### src/rtl/score_seg_scan.sv
// Three-digit multiplexed seven-segment driver for the Snake score.
// Latches the score once per scan frame, blanks leading zeros, blinks on game over.
module score_seg_scan #(
    parameter int SCAN_DIV     = 25000,
    parameter int BLINK_FRAMES = 83
) (
    input  logic        clk,
    input  logic        rst,
    input  logic [11:0] bcd_data,
    input  logic [1:0]  game_status,
    output logic [2:0]  sel,
    output logic [7:0]  seg
);

    localparam int DW = $clog2(SCAN_DIV);
    localparam int BW = (BLINK_FRAMES > 1) ? $clog2(BLINK_FRAMES) : 1;

    localparam logic [DW-1:0] DIV_LAST   = DW'(SCAN_DIV - 1);
    localparam logic [BW-1:0] BLINK_LAST = BW'(BLINK_FRAMES - 1);

    localparam logic [1:0] ST_IDLE = 2'd0;
    localparam logic [1:0] ST_OVER = 2'd2;

    logic [DW-1:0] div_cnt;
    logic [1:0]    idx;
    logic [11:0]   shadow;
    logic [BW-1:0] blink_cnt;
    logic          blink_on;

    logic          tick;
    logic          frame_end;
    logic [3:0]    nib;
    logic          blank;
    logic [7:0]    seg_next;
    logic [2:0]    sel_next;

    function automatic logic [7:0] decode(input logic [3:0] d);
        logic [7:0] s;
        case (d)
            4'd0:    s = 8'hC0;
            4'd1:    s = 8'hF9;
            4'd2:    s = 8'hA4;
            4'd3:    s = 8'hB0;
            4'd4:    s = 8'h99;
            4'd5:    s = 8'h92;
            4'd6:    s = 8'h82;
            4'd7:    s = 8'hF8;
            4'd8:    s = 8'h80;
            4'd9:    s = 8'h90;
            default: s = 8'h86;
        endcase
        return s;
    endfunction

    assign tick      = (div_cnt == DIV_LAST);
    assign frame_end = tick && (idx == 2'd2);
    assign sel_next  = ~(3'b001 << idx);

    always_comb begin
        nib   = shadow[3:0];
        blank = 1'b0;
        case (idx)
            2'd1: begin
                nib   = shadow[7:4];
                blank = (shadow[11:4] == 8'h00);
            end
            2'd2: begin
                nib   = shadow[11:8];
                blank = (shadow[11:8] == 4'h0);
            end
            default: begin
                nib   = shadow[3:0];
                blank = 1'b0;
            end
        endcase

        // Priority: idle dashes, then blink-dark, then leading-zero blank.
        if (game_status == ST_IDLE)
            seg_next = 8'hBF;
        else if (game_status == ST_OVER && !blink_on)
            seg_next = 8'hFF;
        else if (blank)
            seg_next = 8'hFF;
        else
            seg_next = decode(nib);
    end

    always_ff @(posedge clk) begin
        if (rst) begin
            div_cnt   <= '0;
            idx       <= 2'd0;
            shadow    <= 12'h000;
            blink_cnt <= '0;
            blink_on  <= 1'b1;
            sel       <= 3'b111;
            seg       <= 8'hFF;
        end else begin
            sel <= sel_next;
            seg <= seg_next;

            div_cnt <= tick ? '0 : div_cnt + 1'b1;

            if (tick)
                idx <= (idx == 2'd2) ? 2'd0 : idx + 2'd1;

            if (frame_end)
                shadow <= bcd_data;

            if (game_status != ST_OVER) begin
                blink_cnt <= '0;
                blink_on  <= 1'b1;
            end else if (frame_end) begin
                if (blink_cnt == BLINK_LAST) begin
                    blink_cnt <= '0;
                    blink_on  <= ~blink_on;
                end else begin
                    blink_cnt <= blink_cnt + 1'b1;
                end
            end
        end
    end

endmodule

### config.mk
export PLATFORM = sky130hd
export DESIGN_NAME = score_seg_scan
export DESIGN_NICKNAME = d
export VERILOG_FILES = /design/src/rtl/score_seg_scan.sv
export SDC_FILE = /design/constraint.sdc
export NUM_CORES = 1
export LEC_CHECK = 0
export BUFFER_PORTS_ARGS = -buffer_cell sky130_fd_sc_hd__clkbuf_2
export CELL_PAD_IN_SITES_DETAIL_PLACEMENT = 1
export CELL_PAD_IN_SITES_GLOBAL_PLACEMENT = 1
export CORE_MARGIN = 3
export CORE_UTILIZATION = 37
export DETAILED_ROUTE_END_ITERATION = 6
export GPL_TIMING_DRIVEN = 0
export PLACE_DENSITY_LB_ADDON = 0.1
export SYNTH_ARGS = -nofsm -noshare
export SYNTH_HDL_FRONTEND = slang
export SYNTH_SLANG_ARGS = --single-unit
### constraint.sdc
create_clock -name clk -period 2.4 [get_ports clk]
set_input_delay 0.12 -clock clk [delete_from_list [all_inputs] [get_ports clk]]
set_output_delay 0.12 -clock clk [all_outputs]
set_load 0.005 [all_outputs]
== Yosys cells after proc, flatten, opt, wreduce, memory -nomap -nowiden ==
Memory sizes are Yosys's and may differ from the RTL's.
Index checks and enable logic that the tools add are counted.
Word-level totals
  input bits: 16
  memory bits (writable): 0
  logic and storage cells: 38
  bits in registers: 48
  memories: 1
  bits in latches: 0
  bits in read-only memories: 112
Memories
  (no name shown): depth 16, width 7, read ports 1, clocked after Yosys merged registers in 0, wr ports 0, line 39  | case (d)
Cells by class
  div/mod/pow operators: 0
  equality and inequality tests: 6
  add/sub/neg operators: 3
  shifts and indexed selects: 1
  muxes and demuxes: 7
  $lt $le $gt $ge: 0
  reduce and logical (&&, ||, !) cells: 10
  bitwise operators: 2
  multipliers: 0
Operators with widths (count)
  $mux W7: 4
  $add A15 B1 Y15 const B: 1
  $eq A15 B15 Y1 const B: 1
  $logic_not A8 Y1: 1
  $pmux W4 S2: 1
  $add A7 B1 Y7 const B: 1
  $eq A7 B7 Y1 const B: 1
  $eq A2 B2 Y1 const B: 2
  $logic_not A4 Y1: 1
  $reduce_or A2 Y1: 2
  $reduce_or A4 Y1: 1
  $not A3 Y3: 1
  $shl A1 B2 Y3 const A: 1
  $add A2 B1 Y2 const B: 1
  $eq A2 B1 Y1 const B: 1
  $logic_and A1 B1 Y1: 2
  $logic_not A2 Y1: 1
  $mux W2: 1
  $ne A2 B2 Y1 const B: 1
  $pmux W1 S2: 1
  $reduce_and A2 Y1: 1
  $logic_not A1 Y1: 1
  $not A1 Y1: 1

== Longest topological paths before layout ==
Gate-level depths: netlist (run 1).
An unclocked memory read counts as a cell.
  depth after elaboration: 6
  depth in mapped cells: 10
  mapped depth without buffers: 9

== Worst setup path after synthesis (run 1) ==
OpenSTA, ideal clock, no wires.
  kind: register -> register
  from: register idx[0]
  to: register seg[1]
  setup time: 0.149 ns
  clock period less this slack: 2.141 ns
  data arrival time: 1.991 ns
  slack: 0.259 ns
  path buffers: 1
  cell stages (with the launch flop): 11
  path through: dfxtp_1 -> inv_1 -> ha_1 -> clkbuf_1 -> nor2_1 -> a21oi_1 -> inv_1 -> ha_1 -> inv_1 -> a21oi_1 -> o21ai_0
On the way
  cells in the longest elaborated chain, start to end: 3
  elaborated cells between the ends (all ways): 6
  classes of those cells: 2 x eq/ne; 2 x mux; 1 x reduce/logical; 1 x memory
RTL lines
  from (decl): line 25  | logic [1:0] idx;
  from (signal assigned): line 104  | idx <= (idx == 2'd2) ? 2'd0 : idx + 2'd1;
  $eq A2 B2 Y1 or $eq A2 B1 Y1 (tied branches): line 62  | case (idx)
  $pmux W4 S2 or $pmux W1 S2 (tied branches): line 62
  $mem_v2 Z16 W7 or $reduce_or A4 Y1 (tied branches)
  to (signal assigned): line 99  | seg <= seg_next;
  to (decl): line 12  | output logic [7:0] seg
Several ways; a longest one is shown, not always the timed one.
A chain may end at the register's enable or synchronous reset.

== Worst setup path in the final report (run 1) ==
  from: register idx[0]
  to: register seg[4]
Same word-level chain as after synthesis.

==> results of run 1 <==
per-layer routing:
layer	vias up	global-route usage (%)	part of all wire (%)
li1	991	-	-
met1	912	20.12	50
met5	-	0	0
met3	7	3.554	3.3
met4	0	3.947	1.1
met2	23	24.95	45
power breakdown:
part | total (mW) | switching, mW | internal (mW)
registers | 0.797 | 0.00558 | 0.792
clock network | 0.492 | 0.265 | 0.227
logic | 0.0535 | 0.0285 | 0.0250
total | 1.34 | 0.299 | 1.04
area by class of cell:
type	instances	area (sq um)
Clock inverter	1	5.005
Multi-Input combinational cell	188	1205
Inverter	12	45.04
Tap cell	72	90.09
Timing Repair Buffer	27	140.1
Buffer	13	57.56
Clock buffer	6	82.58
Sequential cell	47	940.9
Fill cell	703	3109
timing repair:
action / CTS / global route
resized for setup: 2 / 1
pin swaps: 0 / 1
endpoints found under the setup margin: 6 / 3
gates cloned: 0 / 0
setup buffers: 0 / 2
sequential cells by signal, indices dropped and copies added (netlist names):
register   flops
div_cnt       15
shadow        12
blink_cnt      7
seg            7
sel            3
idx            2
blink_on       1
metrics by stage:
| stage | util [%] | cell area [sq um] |
|---|---|---|
| 2_1_floorplan | - | 2243 |
| 3_3_place_gp | 43.32 | 2459 |
| 3_5_place_dp | 43.32 | 2459 |
| 4_1_cts | 44.89 | 2547 |
| 5_1_grt | 45.22 | 2566 |
| 6_report | 45.22 | 2566 |
cells in the final DEF (no fill, tap or decap), types with 3 or more instances in the layout:
cell,n
xnor2_1,8
inv_1,12
a22oi_1,4
clkbuf_8,6
mux2i_1,3
a21oi_1,29
nand3_1,18
or3_1,7
nor3b_1,4
clkbuf_1,8
nand2_1,12
xor2_1,3
buf_4,3
o21ai_0,23
nand2b_1,4
nor3_1,4
nand4_1,5
dfxtp_1,47
ha_1,13
nor2_1,23
clkbuf_2,26
buf_2,3
nor4_1,3
logic make-up after synthesis:
kind of cell / after synthesis / synth area share (%)
AO/OA/AOI/OAI: 69 / 17.79
multiplexers: 3 / 1.339
other: 1 / 0.1672
adder cells (fa/ha/maj): 13 / 7.251
flip-flops: 47 / 41.94
buffers and inverters: 26 / 4.685
XOR/XNOR: 11 / 4.295
AND/OR/NAND/NOR: 91 / 22.53
worst max-delay path by stage:
stage | to | slack [ns] | cells after the start
CTS | seg[4] | 0.07 | 9
detailed placement | seg[1] | -0.22 | 10
global route | seg[3] | -0.02 | 9
global placement | seg[1] | -0.19 | 10
finish | seg[4] | 0.20 | 9
floorplan | seg[1] | 0.26 | 10
worst max-delay path: stages (launching register included):
cell and delay [ns]:
dfxtp_1 0.35, inv_1 0.11, ha_1 0.27, clkbuf_2 0.27, a22oi_1 0.12, a21oi_2 0.23, inv_1 0.11, ha_1 0.20
or3_1 0.36, o211ai_1 0.10
==> flow_summary.json, run 1 <==
{
  "status": "finished, final reports clean",
  "fin_crit_ns": 2.200,
  "relSlewSlack_pct": 58.92,
  "synth_edf_count": 0,
  "cts-htree-levels": 2,
  "io_pins": 27,
  "worst_slack_ns": 0.2004,
  "synth-async-reset-ratio_pct": 0,
  "cp.arrival_ns": 2.42,
  "synth_top_area_share_pct": 41.94,
  "cp-end-kind": "register",
  "ant_nets": 0,
  "antenna_cells": 0,
  "io_buffers": 25,
  "drc_errors": 0,
  "nNetsFinal": 323,
  "whs_endpoint": "shadow[3]",
  "cts_tree": "built",
  "die_area_sq_um": 7033,
  "rows": 27,
  "routed_wirelength_mm": 5.267,
  "maxCapViolCount": 0,
  "setup_viol": 0,
  "placedCellCount": 358,
  "grt_pass1_vias": 1850,
  "synth.largest_area_cell": "dfxtp_1",
  "clk_latency_ns": 0.30,
  "finClkSkew_ns": 0.01010,
  "r2r_start": "idx[0]",
  "vias": 1933,
  "grt_max_degree": 14,
  "synthCells": 261,
  "synth.cell_area_sq_um": 2243,
  "crit_path_start": "idx[0]",
  "grt.total_usage_pct": 15.23,
  "grt_remaining_overflow": 0,
  "crit_required_ns": 2.62,
  "die_x_um": 83.87,
  "drt_pre_antenna_iters": 4,
  "ys.flop_type": "dfxtp_1",
  "hold_viol": 0,
  "wire_per_inst_um": 14.39,
  "min-delay-start": "bcd_data[3]",
  "synthTopCellsByArea": "dfxtp_1 42%, ha_1 7.3%, a21oi_1 6.9%, o21ai_0 5.1%, nand3_1 4.0%",
  "avgSynthCellArea_sq_um": 8.595,
  "tightest_slew_ns": 0.6120,
  "instances_no_fill": 366,
  "hold_path.class": "in -> reg",
  "r2r_cells": 9,
  "synth_most_common_cell": "dfxtp_1",
  "r2r-end": "seg[4]",
  "clock-root-buffer": "clkbuf_8",
  "cts_buffer_depth": 2,
  "drt_iter0_drc": 59,
  "gp_congestion": 0.7680,
  "whs_path_depth": 3,
  "hold-worst-slack_ns": 0.04266,
  "synthTopCellsByCount": "47 x dfxtp_1, 31 x a21oi_1, 23 x nor2_1, 23 x o21ai_0, 18 x nand3_1",
  "cts_buffers": 5,
  "dpl_worst_slack_ns": -0.2154,
  "final_layout_size_suffix_gt1_share_pct": 16.33,
  "core_sq_um": 5675,
  "p_leak_nw": 0.9208,
  "criticalPathCategory": "reg -> reg",
  "die_h_um": 83.87,
  "initial_core_util_pct": 39.53,
  "cts.reportedPaths.clkPinSlew_ns": 0.09,
  "power_mw": 1.342,
  "yosysSeqAreaShare_pct": 41.94,
  "viasPerCell": 5.281,
  "syn2layout_area_growth_pct": 14.39,
  "pwr_density_cell_nw_per_um2": 523.1,
  "period_share_pct": 91.65,
  "dpl.hpwl_mm": 3.923,
  "worst_setup_path_start_kind": "register",
  "cts_hold_buf": 0,
  "r2r_slack_ns": 0.20,
  "cts_sinks": 47,
  "grt_pass1_wl_mm": 8.818,
  "fmax_mhz": 454.6,
  "cp_max_fo": 10,
  "ir_drop_v": 0.0002557,
  "antenna_found_initial": 0,
  "synth.distinct_cells": 40,
  "setup_tns_ns": 0,
  "synth_nets": 290,
  "ys_warn_count": 0,
  "ys_seq_elements": 47,
  "finalMaxSlewViolations": 0
}
(Power assumes the default switching activity.)
==> run 2, diff against run 1 <==
ABC_AREA = 1   (was unset)
BUFFER_PORTS_ARGS = -buffer_cell sky130_fd_sc_hd__buf_2   (was -buffer_cell sky130_fd_sc_hd__clkbuf_2)
CTS_CLUSTER_DIAMETER = 30   (was unset)
==> run 2 against run 1 <==
  * Synthesized cell count grew 26%
  * Global-route usage grew 0.28 points
  * Sequential share of layout area down 2.1 points
  * Sequential power about the same
  * First-iteration DRC count decreased by 32%
  * Maximum frequency is 0.20% lower
  * Clock power down 2%
  * Wire length decreased by 0.76%
  * Combinational power up 3%
  * Critical path type unchanged
  * Largest power group unchanged
==> flow_summary.json, run 2 <==
{
  "synth_nets": 357,
  "vias": 2053,
  "cts_buffer_depth": 2,
  "drt_pre_antenna_iters": 4,
  "synth-async-reset-ratio_pct": 0,
  "rows": 28,
  "hold_path.class": "in -> reg",
  "clock-root-buffer": "clkbuf_8",
  "grt_pass1_wl_mm": 9.377,
  "ir_drop_v": 0.0003593,
  "hold_viol": 0,
  "clk_latency_ns": 0.29,
  "period_share_pct": 91.84,
  "viasPerCell": 4.730,
  "wire_per_inst_um": 12.04,
  "yosysSeqAreaShare_pct": 38.96,
  "syn2layout_area_growth_pct": 12.64,
  "dpl.hpwl_mm": 4.189,
  "routed_wirelength_mm": 5.227,
  "nNetsFinal": 388,
  "initial_core_util_pct": 39.39,
  "placedCellCount": 427,
  "fmax_mhz": 453.7,
  "cp_max_fo": 9,
  "worst_setup_path_start_kind": "register",
  "crit_path_start": "idx[0]",
  "ys_warn_count": 0,
  "synth_top_area_share_pct": 38.96,
  "cp-end-kind": "register",
  "cts_tree": "built",
  "final_layout_size_suffix_gt1_share_pct": 18.94,
  "synthCells": 328,
  "io_pins": 27,
  "setup_viol": 0,
  "worst_slack_ns": 0.1959,
  "finClkSkew_ns": 0.006635,
  "grt.total_usage_pct": 15.51,
  "avgSynthCellArea_sq_um": 7.362,
  "final_common_cell": "nand2_1",
  "fin_crit_ns": 2.204,
  "layout_common_cells": "88 x nand2_1, 47 x dfxtp_1, 36 x nor2_1, 31 x inv_1, 26 x buf_2",
  "maxCapViolCount": 0,
  "core_sq_um": 6131,
  "tightest_slew_ns": 0.6599,
  "synth.distinct_cells": 32,
  "ant_nets": 0,
  "antenna_found_initial": 0,
  "synthTopCellsByArea": "dfxtp_1 39%, nand2_1 14%, ha_1 6.7%, nor2_1 5.6%, inv_1 4.8%",
  "antenna_cells": 0,
  "cp.arrival_ns": 2.39,
  "ys.flop_type": "dfxtp_1",
  "p_leak_nw": 1.054,
  "grt_remaining_overflow": 0,
  "largest_reg_flops": 15,
  "status": "finished, final reports clean",
  "r2r_start": "idx[0]",
  "finalMaxSlewViolations": 0,
  "criticalPathCategory": "reg -> reg",
  "largest_registers": "div_cnt x15, shadow x12",
  "min-delay-start": "bcd_data[5]",
  "cts_buffers": 5,
  "grt_pass1_vias": 2071,
  "cts-htree-levels": 2,
  "io_buffers": 24,
  "die_area_sq_um": 7532,
  "die_x_um": 86.79,
  "drc_errors": 0,
  "cts_hold_buf": 0,
  "synth_edf_count": 0,
  "post_cts_buffers": 0,
  "drt_iter0_drc": 40,
  "pwr_density_cell_nw_per_um2": 490.7,
  "synth_most_common_cell": "nand2_1",
  "synth.largest_area_cell": "dfxtp_1",
  "grt_max_degree": 14,
  "synthTopCellsByCount": "88 x nand2_1, 47 x dfxtp_1, 36 x nor2_1",
  "cts.reportedPaths.clkPinSlew_ns": 0.09,
  "die_h_um": 86.79,
  "ys_seq_elements": 47,
  "cts_sinks": 47,
  "synth.cell_area_sq_um": 2415,
  "largest_register": "div_cnt",
  "rsz0062_at_grt": "false",
  "relSlewSlack_pct": 56.00,
  "instances_no_fill": 434,
  "dpl_worst_slack_ns": -0.1393,
  "crit_required_ns": 2.59,
  "gp_congestion": 0.7797
}
[run 2: worst paths after layout]
kind / end / slack [ns] / cells past startpoint
min reg2reg: div_cnt[0] / 0.46 / 1
max: seg[3] / 0.20 / 11
min: shadow[5] / 0.06 / 3
max reg2reg: seg[3] / 0.20 / 11
[run 2: per-stage QoR]
step	hold WS [ns]	util, %	area, sq um	setup TNS (ns)	total power [mW]
6_report	0.05685	44.37	2720	0	1.335
3_3_place_gp	0.3680	42.88	2629	-0.2738	0.8699
5_1_grt	0.05694	44.37	2720	0	1.392
3_5_place_dp	0.3731	42.88	2629	-0.2694	0.8718
4_1_cts	0.04932	44.31	2716	0	1.357
2_1_floorplan	0.2563	-	2415	0	0.8413
[run 2: where the power goes]
group | switching (mW) | internal, mW
logic | 0.0318 | 0.0233
clock network | 0.257 | 0.227
registers | 0.00457 | 0.791
total | 0.293 | 1.04
[run 2: cell families (layout without fill, tap and decap cells)]
logic type	count (synthesis)	after routing	synth area share (%)
DFF	47	47	38.96
other	1	1	0.1553
buffers and inverters	42	73	8.134
AOI/OAI and AO/OA	34	34	8.653
xor gates and xnor gates	10	10	3.627
and+or+nand+nor	181	181	33.73
adders and majority gates	13	13	6.736
[run 2: cell type report]
cell class                 count  area, sq um
buffer                         8        63.81
clock buffer                   6        82.58
clock inverter                 1        5.005
fill                         815         3411
inverter                      34        132.6
multi-input combinational    239         1281
sequential                    47        940.9
tap                           75        93.84
timing repair buffer          24        120.1
[run 2: what timing repair did]
action / 4_1_cts / 5_1_grt
endpoints found under the setup margin: 3 / 3
resized for setup: 1 / 1
hold endpoints to repair: 0 / 0
[run 2: per-layer routing]
metal / GRT usage, % / wire length (um) / up-vias
met3: 3.137 / 153 / 2
met2: 25.88 / 2407 / 22
li1: - / - / 1089
met4: 4.249 / 36 / 0
met5: 0 / 0 / -
met1: 20.24 / 2630 / 940
[run 2: worst max-delay path: stages (launching register included)]
cell and delay [ns]:
dfxtp_1 0.41, inv_1 0.11, ha_1 0.29, buf_2 0.17, inv_1 0.06, nand2_1 0.04, nand2_1 0.16, inv_1 0.11
ha_1 0.30, or2_2 0.31, nand3_1 0.07, nand2_1 0.05
